## src/rtl/issue_queue.sv

```systemverilog
// 16-entry issue queue: holds dispatched uops, tracks two source tags via result-bus wakeup,
// and presents a per-slot ready vector and packed dest tags to the selector.
module issue_queue #(
    parameter int DEPTH = 16,
    parameter int TAG_W = 5
) (
    input  logic                       clk,
    input  logic                       rst,
    input  logic                       in_valid,
    output logic                       in_ready,
    input  logic [TAG_W-1:0]           in_src1,
    input  logic                       in_src1_rdy,
    input  logic [TAG_W-1:0]           in_src2,
    input  logic                       in_src2_rdy,
    input  logic [TAG_W-1:0]           in_dest,
    input  logic                       wb_valid,
    input  logic [TAG_W-1:0]           wb_tag,
    output logic [DEPTH-1:0]           ready_vec,
    output logic [DEPTH*TAG_W-1:0]     addr_vec,
    input  logic                       issue_valid,
    input  logic [TAG_W-1:0]           issue_tag,
    output logic                       issue_miss,
    output logic [$clog2(DEPTH):0]     count
);

    localparam int IDX_W = $clog2(DEPTH);
    localparam int CNT_W = IDX_W + 1;

    logic [DEPTH-1:0] r_valid;
    logic [DEPTH-1:0] r_s1rdy;
    logic [DEPTH-1:0] r_s2rdy;
    logic [TAG_W-1:0] r_src1 [DEPTH];
    logic [TAG_W-1:0] r_src2 [DEPTH];
    logic [TAG_W-1:0] r_dest [DEPTH];
    logic             r_miss;

    logic [DEPTH-1:0] w_ready;
    logic [DEPTH-1:0] w_iss_hit;
    logic [CNT_W-1:0] w_count;
    logic [IDX_W-1:0] w_alloc_idx;
    logic             w_found;
    logic             w_accept;
    logic             w_new_s1rdy;
    logic             w_new_s2rdy;

    always_comb begin
        w_ready   = '0;
        w_iss_hit = '0;
        w_count   = '0;
        addr_vec  = '0;
        for (int unsigned i = 0; i < DEPTH; i++) begin
            w_ready[i]   = r_valid[i] & r_s1rdy[i] & r_s2rdy[i];
            w_iss_hit[i] = issue_valid & w_ready[i] & (r_dest[i] == issue_tag);
            w_count      = w_count + CNT_W'(r_valid[i]);
            if (r_valid[i])
                addr_vec[i*TAG_W +: TAG_W] = r_dest[i];
        end
    end

    // Lowest free slot from the registered valid view; slots freed this cycle are not reused yet.
    always_comb begin
        w_alloc_idx = '0;
        w_found     = 1'b0;
        for (int unsigned i = 0; i < DEPTH; i++) begin
            if (!r_valid[i] && !w_found) begin
                w_alloc_idx = IDX_W'(i);
                w_found     = 1'b1;
            end
        end
    end

    assign ready_vec  = w_ready;
    assign count      = w_count;
    assign in_ready   = (w_count < CNT_W'(DEPTH));
    assign issue_miss = r_miss;
    assign w_accept   = in_valid & in_ready;

    // Same-cycle wakeup bypass so a writeback coincident with dispatch is not lost.
    assign w_new_s1rdy = in_src1_rdy | (in_src1 == '0) | (wb_valid & (wb_tag == in_src1));
    assign w_new_s2rdy = in_src2_rdy | (in_src2 == '0) | (wb_valid & (wb_tag == in_src2));

    always_ff @(posedge clk) begin
        if (rst) begin
            r_valid <= '0;
            r_s1rdy <= '0;
            r_s2rdy <= '0;
            r_miss  <= 1'b0;
            for (int unsigned i = 0; i < DEPTH; i++) begin
                r_src1[i] <= '0;
                r_src2[i] <= '0;
                r_dest[i] <= '0;
            end
        end else begin
            for (int unsigned i = 0; i < DEPTH; i++) begin
                if (wb_valid && (r_src1[i] == wb_tag))
                    r_s1rdy[i] <= 1'b1;
                if (wb_valid && (r_src2[i] == wb_tag))
                    r_s2rdy[i] <= 1'b1;
                if (w_iss_hit[i])
                    r_valid[i] <= 1'b0;
            end
            if (w_accept) begin
                r_valid[w_alloc_idx] <= 1'b1;
                r_src1[w_alloc_idx]  <= in_src1;
                r_src2[w_alloc_idx]  <= in_src2;
                r_dest[w_alloc_idx]  <= in_dest;
                r_s1rdy[w_alloc_idx] <= w_new_s1rdy;
                r_s2rdy[w_alloc_idx] <= w_new_s2rdy;
            end
            r_miss <= issue_valid & ~(|w_iss_hit);
        end
    end

endmodule

```

## config.mk

```make
export PLATFORM = sky130hd
export DESIGN_NAME = issue_queue
export DESIGN_NICKNAME = d
export VERILOG_FILES = /design/src/rtl/issue_queue.sv
export SDC_FILE = /design/constraint.sdc
export NUM_CORES = 1
export LEC_CHECK = 0
export ABC_AREA = 1
export BUFFER_PORTS_ARGS = -buffer_cell sky130_fd_sc_hd__buf_2
export CAP_MARGIN = 5
export CORE_ASPECT_RATIO = 0.75
export CORE_UTILIZATION = 51
export CTS_CLUSTER_DIAMETER = 80
export DETAILED_ROUTE_END_ITERATION = 10
export PLACE_DENSITY = 0.7
export RECOVER_POWER = 100
export SYNTH_ARGS = -nofsm -noshare
export SYNTH_HDL_FRONTEND = slang
export SYNTH_SLANG_ARGS = --single-unit
```

## constraint.sdc

```tcl
create_clock -name clk -period 17.4 [get_ports clk]
set_input_delay 3.48 -clock clk [delete_from_list [all_inputs] [get_ports clk]]
set_output_delay 3.48 -clock clk [all_outputs]
set_load 0.005 [all_outputs]
```

==> results.sh, run 1 <==
export IMPL_skew_ns=0.0158
export IMPL_die_h_um=152
export IMPL_synth_compound_area_share_pct=11.1
export IMPL_grt_total_usage_pct=30.5
export IMPL_failed_checks="max-capacitance violations, max-slew violations"
export IMPL_viasPerCell=5.97
export IMPL_startpoint="wb_tag[2]"
export IMPL_route_detailed_wl_per_inst_um=21.3
export IMPL_synth_distinct_cells=54
export IMPL_setup_viol_count_final=0
export IMPL_synth_fa_ha_area_share_pct=1.87
export IMPL_clock_path_buffers=3
export IMPL_leakage_nw=7.36
export IMPL_num_rows=54
export IMPL_syn_to_final_growth_pct=9.98
export IMPL_drc=0
export IMPL_critPathKind="in -> reg"
export IMPL_n_antenna_cell=0
export IMPL_drt_iter0_drc=1535
export IMPL_fill_cells=2604
export IMPL_synthSimpleGateAreaFrac_pct=22.0
export IMPL_grt_first_pass_wirelength_um=71400
export IMPL_cts_num_sinks=289
export IMPL_synth_edf_count=240
export IMPL_hpwl_um=31700
export IMPL_hold_depth=3
export IMPL_worstSkewPairLatency_ns=0.57
export IMPL_grt_setup_unrepaired="no"
export IMPL_drv_cap=3
export IMPL_die_area_um2=30800
export IMPL_synthMuxAreaShare_pct=0
export IMPL_tightest_slew_ns=2.57
export IMPL_max_clock_freq_mhz=124
export IMPL_place_gp_congestion=1.00
export IMPL_ctsResizeCount=0
export IMPL_port_buffers=134
export IMPL_synthesis_area_um2=15400
export IMPL_finalCritPeriodShare_pct=46.3
export IMPL_r2r_start="r_valid[13]"
export IMPL_hold_viol=0
export IMPL_ys_warn_count=0
export IMPL_io_pins=135
export IMPL_antenna_found_initial=0
export IMPL_r2r_cells=20
export IMPL_initial_utilization_pct=52.4
export IMPL_ys_flop_type="edfxtp_1"
export IMPL_first_global_vias=12200
export IMPL_holdCritPathClass="reg -> reg"
export IMPL_fin_crit_ns=8.06
export IMPL_post_cts_buffers=0
export IMPL_routed_wl_um=47100
export IMPL_synth_top_cell_area_share_pct=46.9
export IMPL_reg2reg_to="r_s1rdy[4]"
export IMPL_slew_headroom_pct=-73.3
export IMPL_die_x_um=202
export IMPL_status="finished, violations left"
export IMPL_cp_arrival_ns=8.49
export IMPL_worstSetupEndpointType="register"
export IMPL_cts_root_buffer="clkbuf_16"
export IMPL_worstPathRequired_ns=17.83
export IMPL_postSynth_asyncResetShare_pct=0
export IMPL_hold_start="r_s2rdy[12]"
export IMPL_clk_pin_slew_ns=0.07
export IMPL_cp_max_fo=27
export IMPL_dr_pass1_iters=6
export IMPL_synthCells=1722
export IMPL_synthesis_nets=1771
export IMPL_drv_slew=61
export IMPL_final_layout_size_suffix_gt1_share_pct=9.25
export IMPL_synth_top_family_by_area="simple AND/OR/NAND/NOR gates"
export IMPL_ys_seq_area_share_pct=53.3
export IMPL_cp_start_kind="input pin"
export IMPL_cts_buffers_inserted=29
export IMPL_grt_overflow_total=0
export IMPL_core_um2=29300
export IMPL_postCtsHoldBufs=0
export IMPL_fin_tns_setup_ns=0
export IMPL_dr_total_vias=13200
export IMPL_nets=1844
export IMPL_rrSetupSlack_ns=9.81
export IMPL_peakVddDrop_mv=0.0860
export IMPL_powerDensity_nw_per_um2=92.3
export IMPL_synth_top_area_cell="edfxtp_1"
export IMPL_drtAntennaViolNets=0
export IMPL_synth_top_cells_by_area="edfxtp_1 (47%), nor2_1 (7.0%), dfxtp_1 (6.4%)"
export IMPL_avgSynthCellArea_um2=8.92
export IMPL_cts_tree="built"
export IMPL_hold_end="r_s2rdy[12]"
export IMPL_synth_seq_cells=289
export IMPL_hold_slack_ns=0.556
export IMPL_htree_num_levels=1
export IMPL_grt_max_degree=66
export IMPL_synth_xor_area_share_pct=3.31
## power breakdown
part           internal, mW  switching, mW  total [mW]  leakage (nW)
combinational        0.0403          0.109       0.150          4.13
sequential            0.782         0.0198       0.802          2.78
clock                 0.339          0.269       0.608         0.440
total                  1.16          0.398        1.56          7.36
## worst max-delay path: stages
cell,delay (ns)
clkbuf_1,1.73
clkinv_1,1.36
o22ai_1,0.45
a221oi_1,0.08
nand3_1,0.12
nand3_1,0.36
inv_1,0.55
o21ai_0,0.17
nand2_1,0.09
a21oi_1,0.07
## cells in the final DEF (no fill, tap or decap), drive strengths merged, types with 15 or more instances in the layout
master	instances
o22ai	55
xor2	41
buf	88
nand3	67
clkinv	24
a221oi	25
clkbuf	93
a21oi	76
nor3	58
a211oi	15
xnor2	17
o21ai	68
dfxtp	49
nand2	265
nand4	43
edfxtp	240
inv	218
nor2	293
## routing by layer
layer	vias up	routed length, um	GRT usage, %
met5	-	0	0
met4	0	1370	9.49
met3	114	5880	7.49
met2	813	20300	45.6
met1	6282	19600	43.6
li1	5976	-	-
## Yosys cell counts (4+ instances only)
cell	n
nand3_1	59
dfxtp_1	49
ha_1	7
nor3_2	6
o21bai_1	12
nand3_4	5
nor3_1	52
fa_1	10
a2111oi_0	13
nand2_2	5
a21oi_1	75
inv_1	211
a221oi_1	25
clkinv_1	12
nand4_2	4
inv_2	6
nor2_1	286
buf_2	14
o22ai_1	55
buf_1	11
o21ai_0	67
a211oi_1	15
xor2_1	41
nand2_1	259
or2_2	6
edfxtp_1	240
clkbuf_1	74
nor4_1	13
nand4_1	38
xnor2_1	17
## state kept, by name (all words and copies together), names as in the netlist
signal	count
r_s2rdy	16
r_dest	80
r_s1rdy	16
r_src2	80
r_src1	80
issue_miss	1
r_valid	16
## worst max path at each step
stage               slack (ns)          end
floorplan                10.27     count[4]
global placement         10.04     count[4]
detailed placement       10.02     count[4]
CTS                       9.40     count[4]
global route              9.17     count[2]
finish                    9.34  r_s2rdy[15]
## area by class of cell
cell class                      instances  area [um^2]  share of cell area [%]
Inverter                              229          860                    5.09
Multi-Input combinational cell       1101         5790                    34.3
Sequential cell                       289         8190                    48.4
Tap cell                              392          490                    2.90
Clock inverter                         17          138                   0.814
Clock buffer                           36          762                    4.51
Timing Repair Buffer                  145          672                    3.98
## per-stage QoR
stage	area, um^2	power (mW)	cells	setup slack, ns	utilization [%]
floorplan	15400	0.910	1722	10.27	-
global placement	16200	0.959	2156	10.04	55.2
detailed placement	16200	0.964	2156	10.02	55.2
CTS	17100	1.56	2209	9.40	58.3
global route	16900	1.61	2209	9.17	57.6
finish	16900	1.56	2209	9.34	57.6
## kinds of logic (layout without fill, tap and decap cells)
logic type	Yosys count	in the layout
and+or+nand+nor	751	751
buffers and inverters	332	427
DFF	289	289
AOI/OAI and AO/OA	275	275
xor gates and xnor gates	58	58
adders and majority gates	17	17
No activity file was read; power rests on OpenSTA's default activity.
==> run 2, diff against run 1 <==
==> constraint.sdc (replaced) <==
create_clock -name clk -period 8.32 [get_ports clk]
set_input_delay 1.664 -clock clk [delete_from_list [all_inputs] [get_ports clk]]
set_output_delay 1.664 -clock clk [all_outputs]
set_load 0.005 [all_outputs]
==> run 2 against run 1 <==
The run still ends with max-capacitance violations, max-slew violations left. Design area grew 0.35%. Largest cell class unchanged. Die area is the same. Via count grew 0.45%. Wire length grew 2.7%. Combinational power grew 110%. Highest routed layer unchanged.
==> results.sh, run 2 (synthesis gave the netlist of run 1 again) <==
export IMPL_status="finished, violations left"
export IMPL_drt_iter0_drc=1729
export IMPL_first_global_vias=12100
export IMPL_wl_met3_um=6130
export IMPL_grt_max_degree=67
export IMPL_crit_chain="inv_1, fa_1, inv_1, fa_1, inv_1, fa_1, fa_1, inv_1, ha_1, fa_1, nand2_1, nand2_1, nand2_1, nand2_1, buf_4, nor2_1, nand4_1, nand2_1, a21oi_1, o21bai_1"
export IMPL_grt_total_usage_pct=31.0
export IMPL_fin_tns_setup_ns=0
export IMPL_nets=1846
export IMPL_syn_to_final_growth_pct=10.4
export IMPL_die_area_um2=30800
export IMPL_drv_slew=33
export IMPL_cp_slowest_cell="nand2_1"
export IMPL_cts_num_sinks=289
export IMPL_n_antenna_cell=0
export IMPL_holdCritPathClass="reg -> reg"
export IMPL_met2_length_um=20900
export IMPL_wl_met1_um=19700
export IMPL_cts_tree="built"
export IMPL_fin_crit_ns=6.73
export IMPL_grt_overflow_total=0
export IMPL_dr_total_vias=13200
export IMPL_final_area_um2=17000
export IMPL_cts_buffers_inserted=30
export IMPL_cp_arrival_ns=7.16
export IMPL_cts_root_buffer="clkbuf_16"
export IMPL_dr_pass1_iters=6
export IMPL_setup_viol_count_final=0
export IMPL_finalCritPeriodShare_pct=80.9
export IMPL_layout_common_cells="nor2_1 (287), nand2_1 (260), edfxtp_1 (240), inv_1 (210), buf_2 (82)"
export IMPL_worstSetupEndpointType="register"
export IMPL_ctsResizeCount=0
export IMPL_fin_util_pct=57.8
export IMPL_peakVddDrop_mv=0.176
export IMPL_mostFrequentLayoutCell="nor2_1"
export IMPL_slowest_delay_ns=0.81
export IMPL_io_pins=135
export IMPL_die_h_um=152
export IMPL_tightest_slew_ns=2.60
export IMPL_route_detailed_wl_per_inst_um=21.9
export IMPL_drtAntennaViolNets=0
export IMPL_cp_max_fo=24
export IMPL_clock_path_buffers=3
export IMPL_crit_buf_inv=5
export IMPL_critical_path_top_delay_family="adder cells"
export IMPL_placed_cell_area_um2=16200
export IMPL_slew_headroom_pct=-74.9
export IMPL_leakage_nw=7.38
export IMPL_worstPathRequired_ns=8.75
export IMPL_final_layout_size_suffix_gt1_share_pct=9.23
export IMPL_place_gp_congestion=0.943
export IMPL_total_power_mw=3.33
export IMPL_initial_utilization_pct=52.4
export IMPL_hpwl_um=32700
export IMPL_hold_slack_ns=0.539
export IMPL_die_x_um=202
export IMPL_hold_viol=0
export IMPL_powerDensity_nw_per_um2=196
export IMPL_postCtsHoldBufs=0
export IMPL_routed_wl_um=48400
export IMPL_antenna_found_initial=0
export IMPL_cp_start_kind="register"
export IMPL_top_regs="r_dest x80, r_src1 x80, r_src2 x80"
export IMPL_grt_setup_unrepaired="no"
export IMPL_core_um2=29300
export IMPL_port_buffers=134
export IMPL_viasPerCell=5.98
export IMPL_drc=0
export IMPL_num_rows=54
export IMPL_worstSkewPairLatency_ns=0.57
export IMPL_drv_cap=2
export IMPL_max_clock_freq_mhz=149
export IMPL_post_cts_buffers=0
export IMPL_skew_ns=0.0185
export IMPL_top_layer="met4"
export IMPL_clk_pin_slew_ns=0.06
export IMPL_failed_checks="max-capacitance violations, max-slew violations"
export IMPL_grt_first_pass_wirelength_um=72000
export IMPL_htree_num_levels=1
export IMPL_critPathKind="reg -> reg"
## run 2: cell count changes in the layout (fill, tap and decap cells not counted), moves of 2 or more
cell,delta
buf_4,+2
clkbuf_1,+7
clkbuf_16,+2
clkinv_1,-3
clkinv_2,-5
nor3_1,+2
nor3_2,-2
## run 2: through the flow
stage               instances  setup slack (ns)
floorplan                1722              2.56
global placement         2157              1.82
detailed placement       2157              1.63
CTS                      2213              1.58
global route             2213              1.11
finish                   2213              1.59
## run 2: path summary, 6_finish.rpt
path,to,depth (start not counted),from,slack (ns)
hold / removal,r_s1rdy[12],3,r_s1rdy[12],0.54
setup reg to reg,r_s1rdy[3],20,r_valid[13],1.59
hold reg to reg,r_s1rdy[12],3,r_s1rdy[12],0.54
setup / recovery,r_s1rdy[3],20,r_valid[13],1.59
## run 2: area by class of cell
cell class | instances | area [um^2]
multi-input combinational | 1101 | 5780
clock buffer | 47 | 856
timing repair buffer | 146 | 684
fill | 2575 | 12400
sequential | 289 | 8190
inverter | 229 | 860
tap | 392 | 490
clock inverter | 9 | 100
## run 2: power by group
group | switching [mW] | internal (mW)
logic | 0.232 | 0.0850
clock network | 0.567 | 0.766
registers | 0.0424 | 1.64
## run 2: worst register-to-register path, cell delays in order (launching register included)
cell and delay (ns):
dfxtp_1 0.53, inv_1 0.21, fa_1 0.56, inv_1 0.05, fa_1 0.47, inv_1 0.05
fa_1 0.46, fa_1 0.49, inv_1 0.05, ha_1 0.21, fa_1 0.47, nand2_1 0.08
nand2_1 0.05, nand2_1 0.09, nand2_1 0.06, buf_4 0.22, nor2_1 0.63, nand4_1 0.80
nand2_1 0.82, a21oi_1 0.10, o21bai_1 0.19
## run 2: layer usage
layer  GRT usage, %  vias to the layer above
li1               -                     5969
met3           7.91                      110
met2           47.1                      823
met4           9.52                        0
met5              0                        -
met1           43.5                     6342
